--- src/rtl/uart_tx_frame.sv ---
// UART transmit framer: accepts one word per valid/ready handshake and serialises it
// LSB-first as start, data, optional parity and stop bits at CLKS_PER_BIT clocks per bit.
module uart_tx_frame #(
  parameter int unsigned DATA_BITS    = 8,
  parameter int unsigned PARITY_EN    = 1,
  parameter int unsigned STOP_BITS    = 1,
  parameter int unsigned CLKS_PER_BIT = 16
) (
  input  logic                 i_clk,
  input  logic                 i_reset,
  input  logic                 i_tx_valid,
  output logic                 o_tx_ready,
  input  logic [DATA_BITS-1:0] i_raw_data,
  input  logic [1:0]           i_parity_type,
  output logic                 o_tx,
  output logic                 o_tx_busy,
  output logic                 o_tx_done
);

  localparam int unsigned BitW  = $clog2(DATA_BITS);
  localparam int unsigned BaudW = $clog2(CLKS_PER_BIT);
  localparam logic [BaudW-1:0] BaudLast = BaudW'(CLKS_PER_BIT - 1);
  localparam logic [BitW-1:0]  DataLast = BitW'(DATA_BITS - 1);
  localparam logic [BitW-1:0]  StopLast = BitW'(STOP_BITS - 1);

  typedef enum logic [2:0] {
    StIdle,
    StStart,
    StData,
    StParity,
    StStop
  } state_e;

  state_e               r_state;
  logic [BaudW-1:0]     r_baud;
  logic [BitW-1:0]      r_bit;
  logic [DATA_BITS-1:0] r_data;
  logic [DATA_BITS-1:0] r_shift;
  logic [1:0]           r_ptype;
  logic                 r_tx;
  logic                 r_busy;
  logic                 r_done;

  logic w_bit_end;
  logic w_par_send;
  logic w_par_bit;

  assign w_bit_end  = (r_baud == BaudLast);
  assign w_par_send = (PARITY_EN != 0) && ((r_ptype == 2'b01) || (r_ptype == 2'b10));
  // 2'b01 selects odd parity, anything else that reaches here is even.
  assign w_par_bit  = (r_ptype == 2'b01) ? ~^r_data : ^r_data;

  always_ff @(posedge i_clk) begin
    if (i_reset) begin
      r_state <= StIdle;
      r_baud  <= '0;
      r_bit   <= '0;
      r_data  <= '0;
      r_shift <= '0;
      r_ptype <= 2'b00;
      r_tx    <= 1'b1;
      r_busy  <= 1'b0;
      r_done  <= 1'b0;
    end else begin
      r_done <= 1'b0;
      if (r_state != StIdle) begin
        r_baud <= w_bit_end ? '0 : r_baud + 1'b1;
      end
      unique case (r_state)
        StIdle: begin
          if (i_tx_valid) begin
            r_state <= StStart;
            r_tx    <= 1'b0;
            r_busy  <= 1'b1;
            r_data  <= i_raw_data;
            r_shift <= i_raw_data;
            r_ptype <= i_parity_type;
            r_baud  <= '0;
            r_bit   <= '0;
          end
        end
        StStart: begin
          if (w_bit_end) begin
            r_state <= StData;
            r_tx    <= r_shift[0];
            r_shift <= r_shift >> 1;
          end
        end
        StData: begin
          if (w_bit_end) begin
            if (r_bit == DataLast) begin
              r_bit <= '0;
              if (w_par_send) begin
                r_state <= StParity;
                r_tx    <= w_par_bit;
              end else begin
                r_state <= StStop;
                r_tx    <= 1'b1;
              end
            end else begin
              r_bit   <= r_bit + 1'b1;
              r_tx    <= r_shift[0];
              r_shift <= r_shift >> 1;
            end
          end
        end
        StParity: begin
          if (w_bit_end) begin
            r_state <= StStop;
            r_tx    <= 1'b1;
            r_bit   <= '0;
          end
        end
        StStop: begin
          if (w_bit_end) begin
            if (r_bit == StopLast) begin
              r_state <= StIdle;
              r_bit   <= '0;
              r_busy  <= 1'b0;
              r_done  <= 1'b1;
            end else begin
              r_bit <= r_bit + 1'b1;
            end
          end
        end
        default: begin
          r_state <= StIdle;
          r_tx    <= 1'b1;
          r_busy  <= 1'b0;
        end
      endcase
    end
  end

  assign o_tx_ready = (r_state == StIdle);
  assign o_tx       = r_tx;
  assign o_tx_busy  = r_busy;
  assign o_tx_done  = r_done;

endmodule

--- config.mk ---
export PLATFORM = sky130hd
export DESIGN_NAME = uart_tx_frame
export DESIGN_NICKNAME = d
export VERILOG_FILES = /design/src/rtl/uart_tx_frame.sv
export SDC_FILE = /design/constraint.sdc
export NUM_CORES = 1
export LEC_CHECK = 0
export ABC_AREA = 1
export CAP_MARGIN = 20
export CORE_MARGIN = 2
export CORE_UTILIZATION = 40
export DETAILED_ROUTE_END_ITERATION = 6
export PLACE_DENSITY = 0.62
export REMOVE_ABC_BUFFERS = 1
export SYNTH_ARGS = -nofsm -noshare
export SYNTH_HDL_FRONTEND = slang
export SYNTH_SLANG_ARGS = --single-unit
export TNS_END_PERCENT = 30
--- constraint.sdc ---
create_clock -name i_clk -period 1.7 [get_ports i_clk]
set_input_delay 0.51 -clock i_clk [delete_from_list [all_inputs] [get_ports i_clk]]
set_output_delay 0.51 -clock i_clk [all_outputs]
set_load 0.02 [all_outputs]
Yosys cells after proc, flatten, opt, wreduce, memory -nomap -nowiden
Cells that the tools add are included.
- output and inout bits: 4
- bits in registers: 31
- bits of input ports: 13
- logic and storage cells: 84
- multiplexer cells: 38
- eq/ne operators: 16
- add/sub/neg operators: 2
- bitwise logic cells: 3
- reduce and logical (&&, ||, !) cells: 16
- operator list (operator ; number):
    2-to-1 mux 3 bit ; 14
    2-to-1 mux 8 bit ; 4
    one-hot mux 8 bit (3 select lines) ; 1
    2-to-1 mux 4 bit ; 4
    inequality test 2 bit, second input constant ; 8
    one-hot mux 3 bit (5 select lines) ; 1
    AND reduction 5 bit ; 3
    one-hot mux 3 bit (4 select lines) ; 1
    2-to-1 mux 1 bit ; 11
    XNOR reduction 8 bit ; 1
    XOR reduction 8 bit ; 1
    AND reduction 7 bit ; 1
    == test 3 x 2 -> 1 bit, second input constant ; 2
    == test 3 bit, second input constant ; 2
    zero test 3 bit ; 2
    nonzero test 3 bit ; 2
    OR reduction 3 bit ; 2
    one-hot mux 1 bit (5 select lines) ; 1
    adder 4 x 1 -> 4 bit, second input constant ; 1
    == test 4 bit, second input constant ; 1
    AND reduction 4 bit ; 1
    nonzero test 4 bit ; 1
    adder 3 x 1 -> 3 bit, second input constant ; 1
    == test 3 x 1 -> 1 bit, second input constant ; 1
    6 further kinds ; 8

Logic depth before layout (Yosys ltp)
Gate-level depths: netlist (run 1).
- word-level depth: 6
- depth in mapped cells: 12
- gate-level depth less buffers: 12

Least setup slack after synthesis (run 1)
OpenSTA, ideal clock, no wires.
- path type: reg-to-reg
- start: register r_bit[0]
- end: register r_shift[3]
- setup slack: 0.245 ns
- period minus slack after synthesis: 1.455 ns
- arrival time: 1.381 ns
- required time: 1.626 ns
- library setup time: 0.074 ns
- cell stages (with the launch flop): 11
- path buffers: 1
- path through: dfxtp_1 -> ha_1 -> ha_1 -> inv_1 -> nand3_1 -> nand2_1 -> nand3_2 -> inv_2 -> buf_6 -> o21ai_1 -> a31oi_1
- longest elaborated chain between the ends: 3
- ends and longest elaborated chain (element ; line ; source):
    start, declared ; 36 ; logic [BitW-1:0] r_bit;
    start signal, assigned ; 101 ; r_bit <= r_bit + 1'b1;
    start signal, assigned ; 122 ; r_bit <= r_bit + 1'b1;
    == test 3 bit ; 91 ; if (r_bit == DataLast) begin
    inequality test 2 bit (no line) ; - ;
    AND reduction 5 bit (no line) ; - ;
    end signal, assigned ; 76 ; r_shift <= i_raw_data;
    end signal, assigned ; 86 ; r_shift <= r_shift >> 1;
    end signal, assigned ; 103 ; r_shift <= r_shift >> 1;
    end, declared ; 38 ; logic [DATA_BITS-1:0] r_shift;
Every way passes these cells.
A chain may end at the register's enable or synchronous reset.

Worst setup path after layout (run 1)
- start: input port i_tx_valid
- end: register r_shift[5]
- longest elaborated chain between the ends: 2
- ends and longest elaborated chain (element ; line ; source):
    start, declared ; 11 ; input logic i_tx_valid,
    inequality test 2 bit (no line) ; - ;
    AND reduction 5 bit (no line) ; - ;
Every way passes these cells.

==> metrics.log, run 1 <==
[metrics] effective utilization at floorplan: 41.2%
[metrics] proportion of synthesized chip area in sequential cells: 38.2%
[metrics] total global-route track usage: 16.8%
[metrics] Critical Path Sink Type: register
[metrics] root buffer cell: clkbuf_8
[metrics] maximum number of pins on one net before global-route repair: 21
[metrics] setup-violating endpoint count in the final report: 0
[metrics] TritonCTS clock tree: yes
[metrics] total count of max-transition violations in the final report: 0
[metrics] time the final worst path needs with I/O delays and setup: 1.55 ns
[metrics] placed wire-length estimate: 2570 um
[metrics] count of distinct cell types in the synthesized netlist: 28
[metrics] number of nets at the end of the flow: 281
[metrics] Die Ht: 67.7 um
[metrics] Critical Path RT: 1.86 ns
[metrics] overflow left after global routing: 0
[metrics] combined area of all synthesized cells: 0.00162 mm^2
[metrics] length of the first detailed-routing pass in iterations: 4
[metrics] Worst-path clk slew: 0.06 ns
[metrics] most frequent standard cell in the layout excluding fill and tap cells: nand2_1
[metrics] Placed Instances: 306
[metrics] warning count from the yosys run: 0
[metrics] Total Routed Length: 3480 um
[metrics] skew final: 0.00549 ns
[metrics] status: finished clean
[metrics] power density normalized to cell area: 1670 mW/mm^2
[metrics] instance count of the mapped netlist: 226
[metrics] FMAX: 0.645 GHz
[metrics] crit start category: primary input
[metrics] Pleak: 0.936 nW
[metrics] Clock Sinks: 31
[metrics] latest clock arrival within the worst-skew pair: 0.28 ns
[metrics] number of clock buffers inserted by TritonCTS: 5
[metrics] initial detailed-routing violation count: 68
[metrics] number of buffers added to fix hold violations after cts: 0
[metrics] via count of the first global-routing pass: 1270
[metrics] IO buf count: 16
[metrics] global placement routability congestion: 0.748
[metrics] number of routed nets with antenna violations: 0
[metrics] largest vdd supply drop: 0.000715 V
[metrics] setup repair after global routing missed its margin: false
[metrics] fraction of synthesized area in multiplexers: 0%
[metrics] register bit count reported by yosys: 31
[metrics] area delta synth->final: 28.0%
[metrics] actual transition at the worst max-transition pin: 0.405 ns
[metrics] commonest cells after routing, fill and taps aside: 51 x nand2_1, 31 x dfxtp_1, 21 x inv_1, 19 x a21oi_1, 19 x buf_4
[metrics] xor-xnor portion of the synthesized cell area: 2.70%
[metrics] Relative slew margins: 73.0%
[metrics] reported max-cap violation count: 0
[metrics] diodes inserted: 0
[metrics] average wire per standard cell: 11.1 um
[metrics] first-pass GRT wire length: 5710 um
[metrics] num rows: 23
[metrics] post-placement worst setup slack: -0.140 ns
[metrics] die extent in x: 67.7 um
[metrics] area of the core region: 0.00394 mm^2
[metrics] Hold Violations, Final: 0
[metrics] dominant combinational cell family by area after synthesis: simple AND/OR/NAND/NOR gates
[metrics] Hold/Removal Path Class: register to register
[metrics] final critical-path setup slack: 0.150 ns
[metrics] Final Instance Count excl. Fillers: 314
[metrics] IO Count: 17
[metrics] quantity of gates resized following cts: 4
[metrics] DRC violations left: 0
[metrics] via count: 1484
[metrics] layout cells sized above 1: 18.9%
[metrics] H-tree depth: 2
[metrics] period utilisation layout: 91.2%
[metrics] adder-cell share of the synthesized area: 3.86%
[metrics] antenna violations before repair: 0
[metrics] data arrival time at the worst-slack endpoint: 1.71 ns
[metrics] compound-gate portion of the synthesized area: 19.0%
[metrics] die footprint: 0.00458 mm^2
[metrics] simple-gate portion of the synthesized area: 27.7%
[metrics] highest net fanout along the worst path: 14
[metrics] average cell area after synthesis: 7.18 um^2
[metrics] maximum root-to-sink buffer count: 2
[metrics] Worst Path Class, Setup: primary input to register
[metrics] Post-CTS Repair Setup Buffers: 0
[metrics] vias per cell: 4.73
through the flow:
step	TNS, ns	utilization [%]	hold WS (ns)	instance area (um^2)	power (mW)
after global routing	0	52.7	0.483	2080	3.76
after floorplan	0	-	0.434	1590	2.28
after CTS	0	52.2	0.458	2060	3.45
final	0	52.7	0.458	2080	3.46
after detailed placement	-1.98	50.1	0.449	1980	2.90
after global placement	-1.36	50.1	0.448	1980	2.87
Yosys cell counts (all sizes together):
| master | count | area, um^2 |
|---|---|---|
| nand3 | 16 | 85.1 |
| a211oi | 4 | 30.0 |
| buf | 3 | 21.3 |
| inv | 28 | 105 |
| nor2 | 20 | 103 |
| nand4 | 1 | 12.5 |
| nor4 | 1 | 6.26 |
| ha | 5 | 62.6 |
| o21ai | 23 | 119 |
| dfxtp | 31 | 621 |
| clkbuf | 3 | 11.3 |
| a31oi | 8 | 50.1 |
| nand2 | 56 | 238 |
| o22ai | 1 | 6.26 |
| xnor2 | 2 | 17.5 |
| xor2 | 3 | 26.3 |
| nor3 | 1 | 5.00 |
| a21oi | 20 | 104 |
final cells by class:
type                            instances  area, um^2
Clock buffer                            6        72.6
Clock inverter                          2        12.5
Fill cell                             393        1870
Inverter                               28         108
Multi-Input combinational cell        161         883
Sequential cell                        31         621
Tap cell                               50        62.6
Timing Repair Buffer                   36         318
power breakdown:
group / total, mW / internal (mW) / switching [mW] / leakage [nW]
Sequential: 1.10 / 0.953 / 0.143 / 0.256
Combinational: 1.81 / 0.743 / 1.07 / 0.639
Clock: 0.555 / 0.285 / 0.270 / 0.0412
layer usage:
layer / global-route usage, % / share of wire, %
met3: 4.67 / 3.2
met2: 26.0 / 44
met1: 22.8 / 52
met4: 4.59 / 0.81
met5: 0 / 0
path summary, 6_finish.rpt:
| check | start | endpoint | cells after the start | slack [ns] |
|---|---|---|---|---|
| setup reg to reg | r_baud[0] | r_bit[0] | 9 | 0.15 |
| setup / recovery | i_tx_valid | r_shift[5] | 8 | 0.15 |
| hold / removal | r_ptype[1] | r_ptype[1] | 2 | 0.46 |
| hold reg to reg | r_ptype[1] | r_ptype[1] | 2 | 0.46 |
flip-flops by register name (all words and copies together) (netlist names):
register   cells
o_tx_busy      1
r_shift        8
r_state        3
r_ptype        2
o_tx_done      1
r_baud         4
r_data         8
o_tx           1
r_bit          3
cells by family after synthesis:
family / count (synthesis)
buffers and inverters: 34
AO/OA/AOI/OAI: 56
flip-flops: 31
adder cells (fa/ha/maj): 5
XOR/XNOR: 5
AND/OR/NAND/NOR: 95
critical path, cell delays in order:
cell	delay, ns
clkdlybuf4s50_1	0.42
buf_4	0.15
nor2_4	0.16
inv_2	0.07
nand3_2	0.10
inv_4	0.08
o21ai_0	0.16
a31oi_1	0.06
Power figures use the tool's default switching activity.
==> run 2, diff against run 1 <==
--- a/config.mk
+++ b/config.mk
@@ -6,6 +6,7 @@
 export NUM_CORES = 1
 export LEC_CHECK = 0
 export ABC_AREA = 1
+export ABC_CLOCK_PERIOD_IN_PS = 1700
 export CAP_MARGIN = 20
 export CORE_MARGIN = 2
 export CORE_UTILIZATION = 40
==> results of run 2 <==
Same layout as run 1: the final DEF is identical, and so are final timing and power.
==> run 3, diff against run 2 <==
==> constraint.sdc (replaced) <==
create_clock -name i_clk -period 1.7 [get_ports i_clk]
set_input_delay 0.425 -clock i_clk [delete_from_list [all_inputs] [get_ports i_clk]]
set_output_delay 0.425 -clock i_clk [all_outputs]
set_load 0.02 [all_outputs]
==> run 3 against run 2 <==
  * Via count down 0.74%
  * Sequential cell count unchanged
  * Sequential power about the same
  * Sequential share of layout area is 0.36 points higher
  * Routed wire length decreased by 3.6%
==> metrics.log, run 3 (synthesis results as in run 1) <==
[metrics] status: finished clean
[metrics] actual transition at the worst max-transition pin: 0.401 ns (-0.00357 ns)
[metrics] Die Ht: 67.7 um (unchanged)
[metrics] total global-route track usage: 16.9% (+0.14 points)
[metrics] Hold Violations, Final: 0 (unchanged)
[metrics] number of clock buffers inserted by TritonCTS: 5 (unchanged)
[metrics] Critical path origin: o_tx
[metrics] number of nets at the end of the flow: 276 (-1.8%)
[metrics] via count of the first global-routing pass: 1322 (+4.1%)
[metrics] Worst Path Class, Setup: register to output pin
[metrics] antenna violations before repair: 0 (unchanged)
[metrics] TritonCTS clock tree: yes
[metrics] final critical-path setup slack: 0.0537 ns (-0.0963 ns)
[metrics] via count: 1473 (-0.74%)
[metrics] crit start category: register
[metrics] area of the core region: 0.00394 mm^2 (unchanged)
[metrics] overall power after layout: 3.43 mW (-0.80%)
[metrics] Crit Reg-Reg Endpoint: r_shift[1]
[metrics] total count of max-transition violations in the final report: 0 (unchanged)
[metrics] Pleak: 0.897 nW (-4.2%)
[metrics] largest vdd supply drop: 0.000890 V (+24%)
[metrics] final core occ: 52.0% (-0.63 points)
[metrics] global placement routability congestion: 0.756 (+1.0%)
[metrics] Clock Sinks: 31 (unchanged)
[metrics] R2R cell count: 9 (unchanged)
[metrics] average wire per standard cell: 10.8 um (-2.0%)
[metrics] area delta synth->final: 26.4%
[metrics] root buffer cell: clkbuf_8
[metrics] most frequent standard cell in the layout excluding fill and tap cells: nand2_1
[metrics] number of routed nets with antenna violations: 0 (unchanged)
[metrics] reported max-cap violation count: 0 (unchanged)
[metrics] critical path depth: 1 (-7)
[metrics] die footprint: 0.00458 mm^2 (unchanged)
[metrics] Worst R2R Setup Slack: 0.10 ns (-0.05 ns)
[metrics] first-pass GRT wire length: 5730 um (+0.47%)
[metrics] slowest cell delay on critical path: 0.60 ns (+0.18 ns)
[metrics] H-tree depth: 2 (unchanged)
[metrics] post-placement worst setup slack: -0.0339 ns (+0.106 ns)
[metrics] Critical Path RT: 1.27 ns (-0.59 ns)
[metrics] placed wire-length estimate: 2480 um (-3.5%)
[metrics] slowest CP cell: clkdlybuf4s50_1
[metrics] initial detailed-routing violation count: 50 (-26%)
[metrics] setup-violating endpoint count in the final report: 0 (unchanged)
[metrics] overflow left after global routing: 0 (unchanged)
[metrics] Crit path buffers/inverters: 1 (-3)
[metrics] num rows: 23 (unchanged)
[metrics] Worst-path clk slew: 0.07 ns (about the same)
[metrics] highest net fanout along the worst path: 2 (-12)
[metrics] skew final: 0.00612 ns (+0.000630 ns)
[metrics] Total Routed Length: 3350 um (-3.6%)
[metrics] time the final worst path needs with I/O delays and setup: 1.65 ns (+0.0963 ns)
[metrics] data arrival time at the worst-slack endpoint: 1.22 ns (-0.49 ns)
[metrics] Critical Path Sink Type: output pin
[metrics] layout cells sized above 1: 17.4% (-1.6 points)
[metrics] Relative slew margins: 73.2% (+0.24 points)
[metrics] length of the first detailed-routing pass in iterations: 4 (unchanged)
[metrics] die extent in x: 67.7 um (unchanged)
[metrics] IO buf count: 16 (unchanged)
[metrics] final hold slack: 0.454 ns (-0.00365 ns)
[metrics] series of cell instances along the critical path: clkdlybuf4s50_1
[metrics] latest clock arrival within the worst-skew pair: 0.29 ns (about the same)
[metrics] power density normalized to cell area: 1670 mW/mm^2 (+0.41%)
[metrics] largest registers: r_data x8, r_shift x8, r_baud x4
[metrics] vias per cell: 4.77 (+0.86%)
[metrics] Hold/Removal Path Class: register to register
[metrics] Post-CTS Repair Setup Buffers: 0 (unchanged)
[metrics] critical path's top delay family: buffers and inverters
[metrics] DRC violations left: 0 (unchanged)
[metrics] maximum number of pins on one net before global-route repair: 21 (unchanged)
[metrics] FMAX: 0.607 GHz (-5.8%)
[metrics] effective utilization at floorplan: 41.2% (unchanged)
[metrics] critical path endpoint: o_tx
[metrics] setup repair after global routing missed its margin: false
[metrics] commonest cells after routing, fill and taps aside: 51 x nand2_1, 31 x dfxtp_1, 21 x inv_1, 19 x a21oi_1, 17 x o21ai_0
[metrics] RR Startpoint: r_bit[0]
[metrics] maximum root-to-sink buffer count: 2 (unchanged)
[metrics] period utilisation layout: 96.8% (+5.7 points)
[metrics] IO Count: 17 (unchanged)
[metrics] diodes inserted: 0 (unchanged)
## run 3: final cells by class
| cell class | instances | area (um^2) |
|---|---|---|
| Fill cell | 378 | 1890 |
| Multi-Input combinational cell | 161 | 872 |
| Sequential cell | 31 | 621 |
| Timing Repair Buffer | 31 | 285 |
| Inverter | 28 | 108 |
| Clock buffer | 7 | 96.3 |
| Tap cell | 50 | 62.6 |
| Clock inverter | 1 | 7.51 |
## run 3: what timing repair did
item / in CTS / in global routing
gates resized for setup: 1 / 4
hold buffers: 0 / 0
pin swaps: 0 / 0
endpoints found under the setup margin: 1 / 11
## run 3: per-stage QoR
step                area (um^2)  cells  TNS, ns
global placement           1940    301  -0.0582
finish                     2050    309        0
floorplan                  1590    220        0
CTS                        2040    309        0
global route               2050    309        0
detailed placement         1940    301   -0.156
## run 3: how the worst min path moves through the flow
stage	endpoint	start	cells after the start
floorplan	r_shift[7]	r_shift[7]	2
global placement	r_ptype[1]	r_ptype[1]	2
detailed placement	r_ptype[1]	r_ptype[1]	2
CTS	r_ptype[1]	r_ptype[1]	2
global route	r_shift[7]	r_shift[7]	2
finish	r_ptype[1]	r_ptype[1]	2
## run 3: layer usage
| metal | vias to the layer above | track usage [%] | wire (um) |
|---|---|---|---|
| met5 | - | 0 | 0 |
| met4 | 0 | 8.93 | 82 |
| met3 | 8 | 3.00 | 100 |
| met2 | 19 | 26.7 | 1480 |
| met1 | 640 | 21.9 | 1690 |
| li1 | 806 | - | - |
## run 3: report_power, final
group	total, mW	internal (mW)	switching (mW)
combinational	1.69	0.678	1.01
sequential	1.10	0.953	0.144
clock	0.646	0.368	0.278
total	3.43	2.00	1.44
